**config.mk**
```make
export PLATFORM = sky130hd
export DESIGN_NAME = uart_rx_frontend
export DESIGN_NICKNAME = d
export VERILOG_FILES = /design/src/rtl/uart_pkg.sv /design/src/rtl/uart_baud_tick.sv /design/src/rtl/uart_rx_frontend.sv
export SDC_FILE = /design/constraint.sdc
export NUM_CORES = 1
export LEC_CHECK = 0
export ABC_AREA = 1
export ABC_CLOCK_PERIOD_IN_PS = 1600
export CAP_MARGIN = 20
export CORE_UTILIZATION = 54
export DETAILED_ROUTE_END_ITERATION = 6
export PLACE_DENSITY_LB_ADDON = 0.1
export SLEW_MARGIN = 20
export SYNTH_ARGS = -nofsm -noshare
export SYNTH_HDL_FRONTEND = slang
export SYNTH_SLANG_ARGS = --single-unit
export TNS_END_PERCENT = 100
```
**constraint.sdc**
```tcl
create_clock -name clk_i -period 1.6 [get_ports clk_i]
set_clock_uncertainty 0.05 [all_clocks]
set_input_delay 0.24 -clock clk_i [delete_from_list [all_inputs] [get_ports clk_i]]
set_output_delay 0.24 -clock clk_i [all_outputs]
set_load 0.03 [all_outputs]
```
**src/rtl/uart_pkg.sv**
```systemverilog
// Shared definitions for the UART receive front end: FSM states, oversample
// constants and the baud divider computation.
// UART_RX_PARITY_EN adds the PARITY state (8E1 framing instead of 8N1).
package uart_pkg;

  localparam int unsigned OVERSAMPLE = 16;
  localparam int unsigned MID_TICK   = 8;

  typedef enum logic [2:0] {
    ST_IDLE,
    ST_START,
    ST_DATA,
`ifdef UART_RX_PARITY_EN
    ST_PARITY,
`endif
    ST_STOP
  } state_e;

  // Clocks per oversample tick, never less than one.
  function automatic int unsigned calc_div(input int unsigned clk_freq,
                                           input int unsigned baud);
    int unsigned d;
    d = clk_freq / (baud * OVERSAMPLE);
    return (d == 0) ? 1 : d;
  endfunction

endpackage

```
**src/rtl/uart_baud_tick.sv**
```systemverilog
// Free-running 0..DIV-1 counter producing the 16x oversample tick.
// clr_i restarts the count so a frame is timed from its start edge.
module uart_baud_tick #(
  parameter int unsigned DIV = 1
) (
  input  logic clk_i,
  input  logic rst_n,
  input  logic clr_i,
  output logic tick_c
);

  localparam int unsigned CNT_W = (DIV > 1) ? $clog2(DIV) : 1;

  logic [CNT_W-1:0] cnt_q;
  logic [CNT_W-1:0] cnt_d;

  // Tick on the last count value unless the counter is being restarted.
  always_comb begin
    tick_c = 1'b0;
    cnt_d  = cnt_q + CNT_W'(1);
    if (cnt_q == CNT_W'(DIV - 1)) begin
      tick_c = 1'b1;
      cnt_d  = '0;
    end
    if (clr_i) begin
      tick_c = 1'b0;
      cnt_d  = '0;
    end
  end

  // Counter register with synchronous reset.
  always_ff @(posedge clk_i) begin
    if (!rst_n) cnt_q <= '0;
    else        cnt_q <= cnt_d;
  end

endmodule

```
**src/rtl/uart_rx_frontend.sv**
```systemverilog
// UART receiver: synchronizer, oversampled frame FSM, shift register and a
// one-entry holding register with valid/ready hand-off and error pulses.
// UART_RX_PARITY_EN selects 8E1 framing and enables parity_err_o.
module uart_rx_frontend
  import uart_pkg::*;
#(
  parameter int unsigned CLK_FREQ = 16_000_000,
  parameter int unsigned BAUD     = 1_000_000
) (
  input  logic       clk_i,
  input  logic       rst_n,
  input  logic       rx_i,
  output logic [7:0] rx_data_o,
  output logic       rx_valid_o,
  input  logic       rx_ready_i,
  output logic       frame_err_o,
  output logic       overrun_o,
  output logic       parity_err_o
);

  localparam int unsigned DIV    = calc_div(CLK_FREQ, BAUD);
  localparam int unsigned TICK_W = $clog2(OVERSAMPLE);

  state_e            state_q, state_d;
  logic [TICK_W-1:0] tick_cnt_q, tick_cnt_d;
  logic [2:0]        bit_cnt_q, bit_cnt_d;
  logic [7:0]        shift_q, shift_d;
  logic              rx_meta_q, rx_meta_d;
  logic              rx_sync_q, rx_sync_d;
  logic              rx_prev_q, rx_prev_d;
  logic [7:0]        data_q, data_d;
  logic              valid_q, valid_d;
  logic              frame_err_q, frame_err_d;
  logic              overrun_q, overrun_d;
`ifdef UART_RX_PARITY_EN
  logic              par_q, par_d;
  logic              parity_err_q, parity_err_d;
`endif

  logic baud_clr_c;
  logic baud_tick_c;
  logic byte_done_c;

  uart_baud_tick #(
    .DIV (DIV)
  ) u_baud_tick (
    .clk_i  (clk_i),
    .rst_n  (rst_n),
    .clr_i  (baud_clr_c),
    .tick_c (baud_tick_c)
  );

  // Next-state logic: synchronizer shift, frame FSM and holding register.
  always_comb begin
    rx_meta_d   = rx_i;
    rx_sync_d   = rx_meta_q;
    rx_prev_d   = rx_sync_q;
    state_d     = state_q;
    tick_cnt_d  = tick_cnt_q;
    bit_cnt_d   = bit_cnt_q;
    shift_d     = shift_q;
    data_d      = data_q;
    valid_d     = valid_q;
    frame_err_d = 1'b0;
    overrun_d   = 1'b0;
    baud_clr_c  = 1'b0;
    byte_done_c = 1'b0;
`ifdef UART_RX_PARITY_EN
    par_d        = par_q;
    parity_err_d = 1'b0;
`endif

    // Consumer hand-off; a same-cycle completion below re-asserts valid.
    if (valid_q && rx_ready_i) valid_d = 1'b0;

    case (state_q)
      ST_IDLE: begin
        // Edge detection means a held-low line cannot re-arm the receiver.
        if (rx_prev_q && !rx_sync_q) begin
          state_d    = ST_START;
          tick_cnt_d = '0;
          baud_clr_c = 1'b1;
        end
      end
      ST_START: begin
        if (baud_tick_c) begin
          tick_cnt_d = tick_cnt_q + TICK_W'(1);
          if (tick_cnt_q == TICK_W'(MID_TICK - 1)) begin
            tick_cnt_d = '0;
            bit_cnt_d  = '0;
            state_d    = rx_sync_q ? ST_IDLE : ST_DATA;
          end
        end
      end
      ST_DATA: begin
        if (baud_tick_c) begin
          tick_cnt_d = tick_cnt_q + TICK_W'(1);
          if (tick_cnt_q == TICK_W'(OVERSAMPLE - 1)) begin
            tick_cnt_d = '0;
            shift_d    = {rx_sync_q, shift_q[7:1]};
            bit_cnt_d  = bit_cnt_q + 3'd1;
            if (bit_cnt_q == 3'd7) begin
`ifdef UART_RX_PARITY_EN
              state_d = ST_PARITY;
`else
              state_d = ST_STOP;
`endif
            end
          end
        end
      end
`ifdef UART_RX_PARITY_EN
      ST_PARITY: begin
        if (baud_tick_c) begin
          tick_cnt_d = tick_cnt_q + TICK_W'(1);
          if (tick_cnt_q == TICK_W'(OVERSAMPLE - 1)) begin
            tick_cnt_d = '0;
            par_d      = rx_sync_q;
            state_d    = ST_STOP;
          end
        end
      end
`endif
      ST_STOP: begin
        if (baud_tick_c) begin
          tick_cnt_d = tick_cnt_q + TICK_W'(1);
          if (tick_cnt_q == TICK_W'(OVERSAMPLE - 1)) begin
            tick_cnt_d = '0;
            state_d    = ST_IDLE;
            if (!rx_sync_q) begin
              frame_err_d = 1'b1;
`ifdef UART_RX_PARITY_EN
            end else if (^{shift_q, par_q}) begin
              parity_err_d = 1'b1;
`endif
            end else begin
              byte_done_c = 1'b1;
            end
          end
        end
      end
      default: state_d = ST_IDLE;
    endcase

    // Holding register: drop the new byte if the old one is still unconsumed.
    if (byte_done_c) begin
      if (valid_q && !rx_ready_i) begin
        overrun_d = 1'b1;
      end else begin
        data_d  = shift_q;
        valid_d = 1'b1;
      end
    end
  end

  // State and output registers with synchronous active-low reset.
  always_ff @(posedge clk_i) begin
    if (!rst_n) begin
      state_q      <= ST_IDLE;
      tick_cnt_q   <= '0;
      bit_cnt_q    <= '0;
      shift_q      <= '0;
      rx_meta_q    <= 1'b1;
      rx_sync_q    <= 1'b1;
      rx_prev_q    <= 1'b1;
      data_q       <= '0;
      valid_q      <= 1'b0;
      frame_err_q  <= 1'b0;
      overrun_q    <= 1'b0;
`ifdef UART_RX_PARITY_EN
      par_q        <= 1'b0;
      parity_err_q <= 1'b0;
`endif
    end else begin
      state_q      <= state_d;
      tick_cnt_q   <= tick_cnt_d;
      bit_cnt_q    <= bit_cnt_d;
      shift_q      <= shift_d;
      rx_meta_q    <= rx_meta_d;
      rx_sync_q    <= rx_sync_d;
      rx_prev_q    <= rx_prev_d;
      data_q       <= data_d;
      valid_q      <= valid_d;
      frame_err_q  <= frame_err_d;
      overrun_q    <= overrun_d;
`ifdef UART_RX_PARITY_EN
      par_q        <= par_d;
      parity_err_q <= parity_err_d;
`endif
    end
  end

  assign rx_data_o   = data_q;
  assign rx_valid_o  = valid_q;
  assign frame_err_o = frame_err_q;
  assign overrun_o   = overrun_q;
`ifdef UART_RX_PARITY_EN
  assign parity_err_o = parity_err_q;
`else
  assign parity_err_o = 1'b0;
`endif

endmodule

```
==> metrics, run 1 <==
outcome=finished clean; row count=18; critical path type=reg2reg; CTS tree=built; min-delay src=rx_meta_q; mux cell area share after synthesis=0; Reg clk slew, reported paths=approximately 0.10 ns; Comb power frac=0.061; via/cell ratio=~5; Worst Hold Margin=0.3681 ns; Reg power frac=0.620; Max Freq=around 0.67 GHz; Synth Area in Adders=0.02664; largest net degree at the start of global routing=12; CTS Buffer Depth=2; Syn. warnings=0; GP Congestion=0.8232; RSZ-0062 raised after global routing=yes; final hold violation count=0; max cap viols=0; element type at the critical path end=flip-flop; Compound-Gate Fraction of Synth Area=0.06927; Die Span Y=around 53 um; share of cells above drive strength 1=0.1462; initial antenna violation count=0; Initial Util=0.5687; Synth Instances=roughly 190; library cells used by synthesis=26; first-pass GRT wire length=approximately 4400 um; CTS H-tree lvls=2; routed len/inst=approximately 11 um; Final min period=about 1.5 ns; switching part of the total=0.2415; nets@finish=approximately 220; Synth Area in Simple Gates=0.3464; All-Layer GR Usage=0.2262; Tightest Hold Check Type=reg2reg; TritonRoute pass-1 iters=5; detailed-route via count=between 1,000 and 1,500; power share of the clock group=0.319; worst-skew pair later-pin latency=roughly 0.33 ns; setup_tns=0 ns; post-synthesis register bit count=32; Final Slew Violations=0; Tot Pwr=about 1.3 mW; Die ar.=0.002817 mm^2; register area share after synthesis=0.4547; main combinational cell family by area after synthesis=simple AND/OR/NAND/NOR gates; total gr overflow=0; core area=0.002477 mm^2; Placed Area=between 0.0015 and 0.002 mm^2; Top-Level Pins=16; Post-Synth XOR/XNOR Area=0.006217; R2R Setup Slk=about 0.098 ns; Leakage=a little over 0.7 nW; Setup crit start kind=flip-flop; Area Growth Syn to Fin=17.41%; PortBufs=14; mapped cell area=~0.0014 mm^2; Post-DP HPWL=approximately 2000 um; Pwr Density=around 800 mW/mm^2; CTS Sinks=32; number of remaining DRC errors=0; final WL=around 2800 um; Required @ worst endpoint=roughly 1.8 ns; CP arrival=1.69 ns; Internal=993.0 uW; Final Cell Area=approximately 0.0017 mm^2; crit path max fanout=8; hold_buf cts=0; remaining antenna violation count after routing=0; # diodes=0; P_sw=around 320 uW; die width=around 53 um; vias in the first global route=between 1,000 and 1,500; CTS root buf=clkbuf_4; Setup WS pre-CTS=between 0.04 and 0.05 ns; final worst slack=between 0.09 and 0.1 ns; final worst-path cycle share=0.9388; Syn Area/Cell=7.454 um^2; Critical Path Start=tick_cnt_q[1]; Max VDD drop=about 0.00055 V; final setup violation count=0; worst reg2reg path startpoint=tick_cnt_q[1]; Detailed Route Iter0 Violations=42; CTS Buf Count=5
-- timing repair --
action | 4_1_cts | 5_1_grt
gates resized for setup | 10 | 9
setup buffers | 0 | 2
endpoints found under the setup margin | 10 | 23
pin swaps | 0 | 3
-- final cells by class --
type	instances	area, um^2
well taps	30	37.54
clock inverters	1	5.005
multi-input cells	128	649.4
fillers	224	823.3
flip-flops and latches	32	643.1
inverters	24	95.09
repair buffers	21	182.7
clock buffers	6	41.29
-- sequential cells by signal, indices dropped and copies added, names as in the netlist --
register,count
rx_prev_d,1
rx_data_o,8
rx_meta_q,1
tick_cnt_q,4
shift_q,8
frame_err_o,1
bit_cnt_q,3
state_q,2
rx_valid_o,1
rx_prev_q,1
u_baud_tick.cnt_q,1
overrun_o,1
-- kinds of logic after synthesis --
kind of cell,count (synthesis)
xor gates and xnor gates,1
buffers and inverters,30
DFF,32
other,1
adders and majority gates,3
and+or+nand+nor,103
AOI/OAI and AO/OA,19
-- placed cells by master, fill, tap and decap left out, types with 4 or more instances in the layout --
master / count
nand2_1: 34
dfxtp_1: 30
nor2_1: 29
nand3_1: 22
inv_1: 21
a21oi_1: 16
dlygate4sd2_1: 10
buf_4: 7
clkbuf_4: 5
nand2_2: 4
-- metrics by stage --
step / util / instances
6_report: 0.6677 / 242
3_3_place_gp: 0.6399 / 233
2_1_floorplan: - / 190
3_5_place_dp: 0.6399 / 233
4_1_cts: 0.6535 / 240
5_1_grt: 0.6677 / 242
-- worst paths after layout --
path	endpoint	depth (start not counted)
min	rx_prev_d	1
min reg2reg	rx_prev_d	1
max reg2reg	rx_data_o[6]	8
max	rx_data_o[6]	8
-- power by group through the flow --
stage | sequential (mW) | combinational, mW | clock (mW)
2_1_floorplan | 0.828 | 0.0569 | 0
3_3_place_gp | 0.830 | 0.0774 | 0
3_5_place_dp | 0.830 | 0.0774 | 0
4_1_cts | 0.811 | 0.0783 | 0.429
5_1_grt | 0.812 | 0.0904 | 0.455
6_report | 0.811 | 0.0801 | 0.418
-- layer usage --
layer / track usage / part of all wire / vias up
li1: - / - / 643
met1: 0.2965 / 0.52 / 540
met2: 0.3354 / 0.43 / 18
met3: 0.06034 / 0.036 / 5
met4: 0.1184 / 0.016 / 0
met5: 0 / 0 / -
-- Yosys cell counts --
library cell,count,area (um^2)
nand2_1,35,131.4
dfxtp_1,32,640.6
nor2_1,29,108.9
nand3_1,23,115.1
inv_1,21,78.83
a21oi_1,16,80.08
buf_4,3,22.52
ha_1,3,37.54
nand2_2,3,18.77
nor2_4,3,33.78
nor3_1,3,15.01
clkinv_1,2,7.510
o21ai_0,2,10.01
or2_2,2,12.51
buf_2,1,5.000
buf_6,1,11.26
clkbuf_1,1,3.750
conb_1,1,3.750
inv_2,1,3.750
nand3_2,1,10.01
nand3_4,1,17.52
nand4_1,1,6.260
nand4_2,1,12.51
nor2_2,1,6.260
o21a_1,1,7.510
xor2_1,1,8.760
-- critical path: stages, from the launching register on --
cell	delay, ns
dfxtp_2	0.35
ha_2	0.19
nand2_2	0.09
nor2_4	0.16
nand3_4	0.13
nor2_4	0.22
nand3_1	0.12
nand2_1	0.08
nor2_1	0.03
No activity file was read; power rests on OpenSTA's default activity.
==> run 2, diff against run 1 <==
Settings changed: ABC_CLOCK_PERIOD_IN_PS 1600 to 1500.
Clock period 1.6 ns to 1.5 ns, I/O delays scaled along.
==> run 2 against run 1 <==
  * The flow now finishes with violations (negative setup slack)
  * Critical path depth unchanged
  * Setup slack worse by 0.11 ns
  * Combinational power up 11%
  * Sequential power up 6.9%
  * Flip-flop and latch count unchanged
  * Register-to-register slack worse by 0.11 ns
  * First-iteration DRC count down 7.1%
  * Count of clock-buffer cells in the layout up 1
  * Clock power up 76%
  * Critical endpoint is now rx_data_o[2]
==> metrics, run 2 (same netlist as run 1, synthesis figures left out) <==
outcome=complete, but fails checks; failing checks=negative setup slack; Final Slew Violations=0; critical path's slowest cell=dfxtp_2; final setup violation count=2; routed len/inst=roughly 12 um; Tightest Hold Check Type=reg2reg; Worst Hold Margin=0.3848 ns; GP Congestion=roughly 0.92; initial antenna violation count=0; CTS Sinks=32; core area=~0.0025 mm^2; Pwr Density=between 900 and 1000 mW/mm^2; detailed-route via count=1,262; final non-filler cell total=around 250; nets@finish=225; CTS root buf=clkbuf_4; setup_tns=-0.01214 ns; Die ar.=0.002817 mm^2; share of cells above drive strength 1=0.2146; total gr overflow=0; Top Family by Delay on Critical Path=simple AND/OR/NAND/NOR gates; max cap viols=0; Post-DP HPWL=about 2200 um; CTS Buf Count=5; most common cell after layout, fill and taps aside=nand2_1; first-pass GRT wire length=approximately 4800 um; crit path max fanout=8; Max VDD drop=0.0008968 V; Critical Path Max Stage Delay=0.37 ns; row count=18; element type at the critical path end=flip-flop; most used cell, CP=nor2_4; CTS Buffer Depth=2; critical path type=reg2reg; CTS H-tree lvls=2; largest net degree at the start of global routing=12; Max Freq=about 0.66 GHz; number of remaining DRC errors=0; Bufs and invs on worst path=0; Reg clk slew, reported paths=roughly 0.10 ns; Filler cells=223; placed cell count=~240; worst-skew pair later-pin latency=roughly 0.33 ns; Setup crit start kind=flip-flop; # diodes=0; via/cell ratio=~5; Die Span Y=approximately 53 um; die width=53.08 um; Required @ worst endpoint=1.69 ns; final WL=3084 um; PortBufs=14; Detailed Route Iter0 Violations=39; CP arrival=1.70 ns; CTS tree=built; RSZ-0062 raised after global routing=yes; Leakage=~0.79 nW; Critical Path, Cell by Cell=ha_4 -> nand2_4 -> nor2_4 -> nand3_4 -> nor2_4 -> nand3_1 -> nand2_1 -> nor2_1; most frequent cells in the layout=nand2_1, nor2_1, dfxtp_1; Area Growth Syn to Fin=28.06%; Final min period=1.512 ns; vias in the first global route=approximately 1,100; final hold violation count=0; remaining antenna violation count after routing=0; final worst slack=-0.01209 ns; All-Layer GR Usage=0.2431; hold_buf cts=0; Initial Util=0.5687; TritonRoute pass-1 iters=4; final worst-path cycle share=1.008; Top-Level Pins=16
## run 2: cell count changes in the layout (fill, tap and decap cells not counted), sizes merged
cell,change
buf,+6
bufinv,+1
clkbuf,+1
clkinv,-1
dlygate4sd2,+1
dlymetal6s2s,-1
## run 2: cell type report
type                            count  area (um^2)  share of cell area
Timing Repair Buffer               27        236.5              0.1311
Clock buffer                        7        65.06             0.03606
Multi-Input combinational cell    128        694.4              0.3849
Inverter                           24        92.59             0.05132
Sequential cell                    32        648.1              0.3592
Tap cell                           30        37.54             0.02080
Clock inverter                      1        30.03             0.01664
## run 2: power by group
part	switching (mW)	internal, mW	leakage (nW)
clock	0.292	0.442	0.0515
combinational	0.0585	0.0304	0.478
sequential	0.00925	0.857	0.261
## run 2: timing repair
action | CTS | global route
gates resized for setup | 12 | 17
pin swaps | 0 | 4
setup buffers | 0 | 2
setup endpoints to repair | 13 | 22
## run 2: worst paths after layout
path,startpoint,slack (ns),end,cells past startpoint
setup / recovery,tick_cnt_q[0],-0.01,rx_data_o[2],8
hold / removal,rx_meta_q,0.38,rx_prev_d,1
setup reg to reg,tick_cnt_q[0],-0.01,rx_data_o[2],8
hold reg to reg,rx_meta_q,0.38,rx_prev_d,1
## run 2: through the flow
stage / utilization / setup slack [ns] / cell area [um^2] / power, mW
2_1_floorplan: - / 0.1402 / 1413 / 0.9434
3_3_place_gp: 0.6631 / 0.05344 / 1643 / 0.9687
3_5_place_dp: 0.6631 / 0.004677 / 1643 / 0.9713
4_1_cts: 0.6960 / -0.003061 / 1724 / 1.700
5_1_grt: 0.7283 / -0.09186 / 1804 / 1.748
6_report: 0.7283 / -0.01209 / 1804 / 1.690
## run 2: metal layers
| layer | global-route usage | share of wire | vias up |
|---|---|---|---|
| met2 | 0.3481 | 0.44 | 27 |
| met1 | 0.3153 | 0.48 | 570 |
| met4 | 0.1579 | 0.032 | 0 |
| li1 | - | - | 654 |
| met3 | 0.06609 | 0.039 | 11 |
| met5 | 0 | 0 | - |
==> run 3, diff against run 2 <==
Settings changed: CORE_MARGIN from default to 8, PLACE_DENSITY from default to 0.85, PLACE_DENSITY_LB_ADDON 0.1 to default, REMOVE_ABC_BUFFERS from default to 1.
==> run 3 against run 2 <==
  * The run still ends with negative setup slack left
  * Count of clock-buffer cells in the layout is 1 lower
  * Flip-flop and latch count unchanged
  * Design area fell by 0.97%
  * Global-route usage down 10 points
  * Core utilization down 0.71 points
  * Sequential power barely moved
  * Clock power decreased by 13%
  * Combinational power is 7.1% higher
  * Maximum frequency is 0.20% higher
  * Non-clock buffer count shrank 3
  * Via count up 3.9%
  * Highest routed layer unchanged
==> metrics, run 3 (same netlist as run 1, synthesis figures left out) <==
Critical Path, Cell by Cell=ha_4 -> nand2_4 -> nor2_4 -> nand3_4 -> nor2_4 -> buf_12 -> nand3_2 -> nand2_1 -> nor2_1; CTS root buf=clkbuf_4; CP arrival=around 1.7 ns; Tightest Hold Check Type=reg2reg; vias in the first global route=1,143; final worst-path cycle share=1.006; Final Slew Violations=0; R2R Setup Slk=-0.009 ns; worst reg2reg path startpoint=tick_cnt_q[1]; Top Family by Delay on Critical Path=simple AND/OR/NAND/NOR gates; detailed-route via count=1,311; Critical Path Max Stage Delay=~0.38 ns; hold_buf cts=0; min-delay src=rx_meta_q; Final min period=1.509 ns; GP Congestion=between 0.9 and 1; total gr overflow=0; Required @ worst endpoint=~1.7 ns; first-pass GRT wire length=between 4000 and 5000 um; CTS Buffer Depth=2; Die ar.=between 0.004 and 0.005 mm^2; Setup WS pre-CTS=-0.08363 ns; most used cell, CP=nor2_4; number of remaining DRC errors=0; critical path's slowest cell=dfxtp_2; initial antenna violation count=0; most frequent cells in the layout=nand2_1, nor2_1, dfxtp_1; share of cells above drive strength 1=0.2083; Leakage=approximately 0.77 nW; # diodes=0; crit path max fanout=7; Max Freq=approximately 0.66 GHz; CTS tree=built; die width=67.08 um; remaining antenna violation count after routing=0; RSZ-0062 raised after global routing=yes; Pwr Density=between 800 and 900 mW/mm^2; core area=roughly 0.0025 mm^2; routed len/inst=13.50 um; row count=18; TritonRoute pass-1 iters=7; Top-Level Pins=16; Setup crit start kind=flip-flop; element type at the critical path end=flip-flop; setup_tns=-0.009035 ns; Initial Util=0.5687; final WL=3321 um; Critical Path Start=tick_cnt_q[1]; max cap viols=0; final hold violation count=0; most common cell after layout, fill and taps aside=nand2_1; Post-DP HPWL=~2200 um; via/cell ratio=approximately 5.3; worst-skew pair later-pin latency=approximately 0.34 ns; CTS Sinks=32; outcome=complete, but fails checks; Die Span Y=approximately 67 um; CTS H-tree lvls=2; critical path type=reg2reg; failing checks=negative setup slack; CTS Buf Count=5; Detailed Route Iter0 Violations=119; Filler cells=181; Reg clk slew, reported paths=around 0.1 ns; Bufs and invs on worst path=1; Tot Pwr=approximately 1.6 mW; Area Growth Syn to Fin=26.82%; All-Layer GR Usage=0.1409; nets@finish=approximately 220; final worst slack=-0.009035 ns; largest net degree at the start of global routing=12; Max VDD drop=just over 0.001 V; final setup violation count=1; Worst Hold Margin=0.3708 ns; PortBufs=14
[run 3: cell count changes in the layout (fill, tap and decap cells not counted)]
cell | previous run | this run
nand2_4 | 1 | 2
nand4_2 | 1 | 0
buf_4 | 12 | 9
nand3_2 | 8 | 9
inv_6 | 0 | 1
nand3_1 | 16 | 15
nand4_4 | 0 | 1
nand2_1 | 34 | 33
clkinv_2 | 0 | 1
clkbuf_8 | 2 | 0
inv_4 | 1 | 0
clkbuf_1 | 0 | 1
[run 3: what timing repair did]
| action | CTS | global route |
|---|---|---|
| pin swaps | 2 | 8 |
| gates resized for setup | 19 | 15 |
| buffers inserted | 1 | 2 |
| setup endpoints to repair | 27 | 12 |
[run 3: metrics by stage]
step	area, um^2	utilization	std cells
finish	1787	0.7212	246
global route	1787	0.7212	246
CTS	1688	0.6813	244
detailed placement	1600	0.6460	235
global placement	1600	0.6460	235
floorplan	1370	-	184
[run 3: area by class of cell]
class                           count  area (um^2)  share of cell area
Inverter                           24        95.09             0.05322
Multi-Input combinational cell    128        715.7              0.4006
Clock inverter                      2        35.03             0.01961
Clock buffer                        6        41.29             0.02311
Timing Repair Buffer               24        214.0              0.1197
Sequential cell                    32        648.1              0.3627
Tap cell                           30        37.54             0.02101
[run 3: worst reg2reg max path, stage by stage, from the launching register on]
cell and delay [ns]:
dfxtp_2 0.38, ha_4 0.16, nand2_4 0.06, nor2_4 0.15, nand3_4 0.13, nor2_4 0.15, buf_12 0.14, nand3_2 0.06
nand2_1 0.08, nor2_1 0.05
[run 3: where the power goes]
| part | switching [mW] | internal, mW | total (mW) | leakage (nW) |
|---|---|---|---|---|
| clock | 0.293 | 0.349 | 0.642 | 0.0422 |
| combinational | 0.0627 | 0.0325 | 0.0952 | 0.470 |
| sequential | 0.00866 | 0.857 | 0.866 | 0.261 |
| total | 0.364 | 1.24 | 1.60 | 0.773 |
[run 3: routing by layer]
layer	vias to the layer above	track usage	wire length [um]
met3	16	0.06040	273
met4	0	0.07050	77
met1	589	0.1584	1413
met5	-	0	0
li1	649	-	-
met2	57	0.2222	1557
[run 3: worst paths after layout]
check,to,depth (start not counted)
hold reg to reg,rx_prev_d,1
setup / recovery,rx_data_o[2],9
setup reg to reg,rx_data_o[2],9
hold / removal,rx_prev_d,1
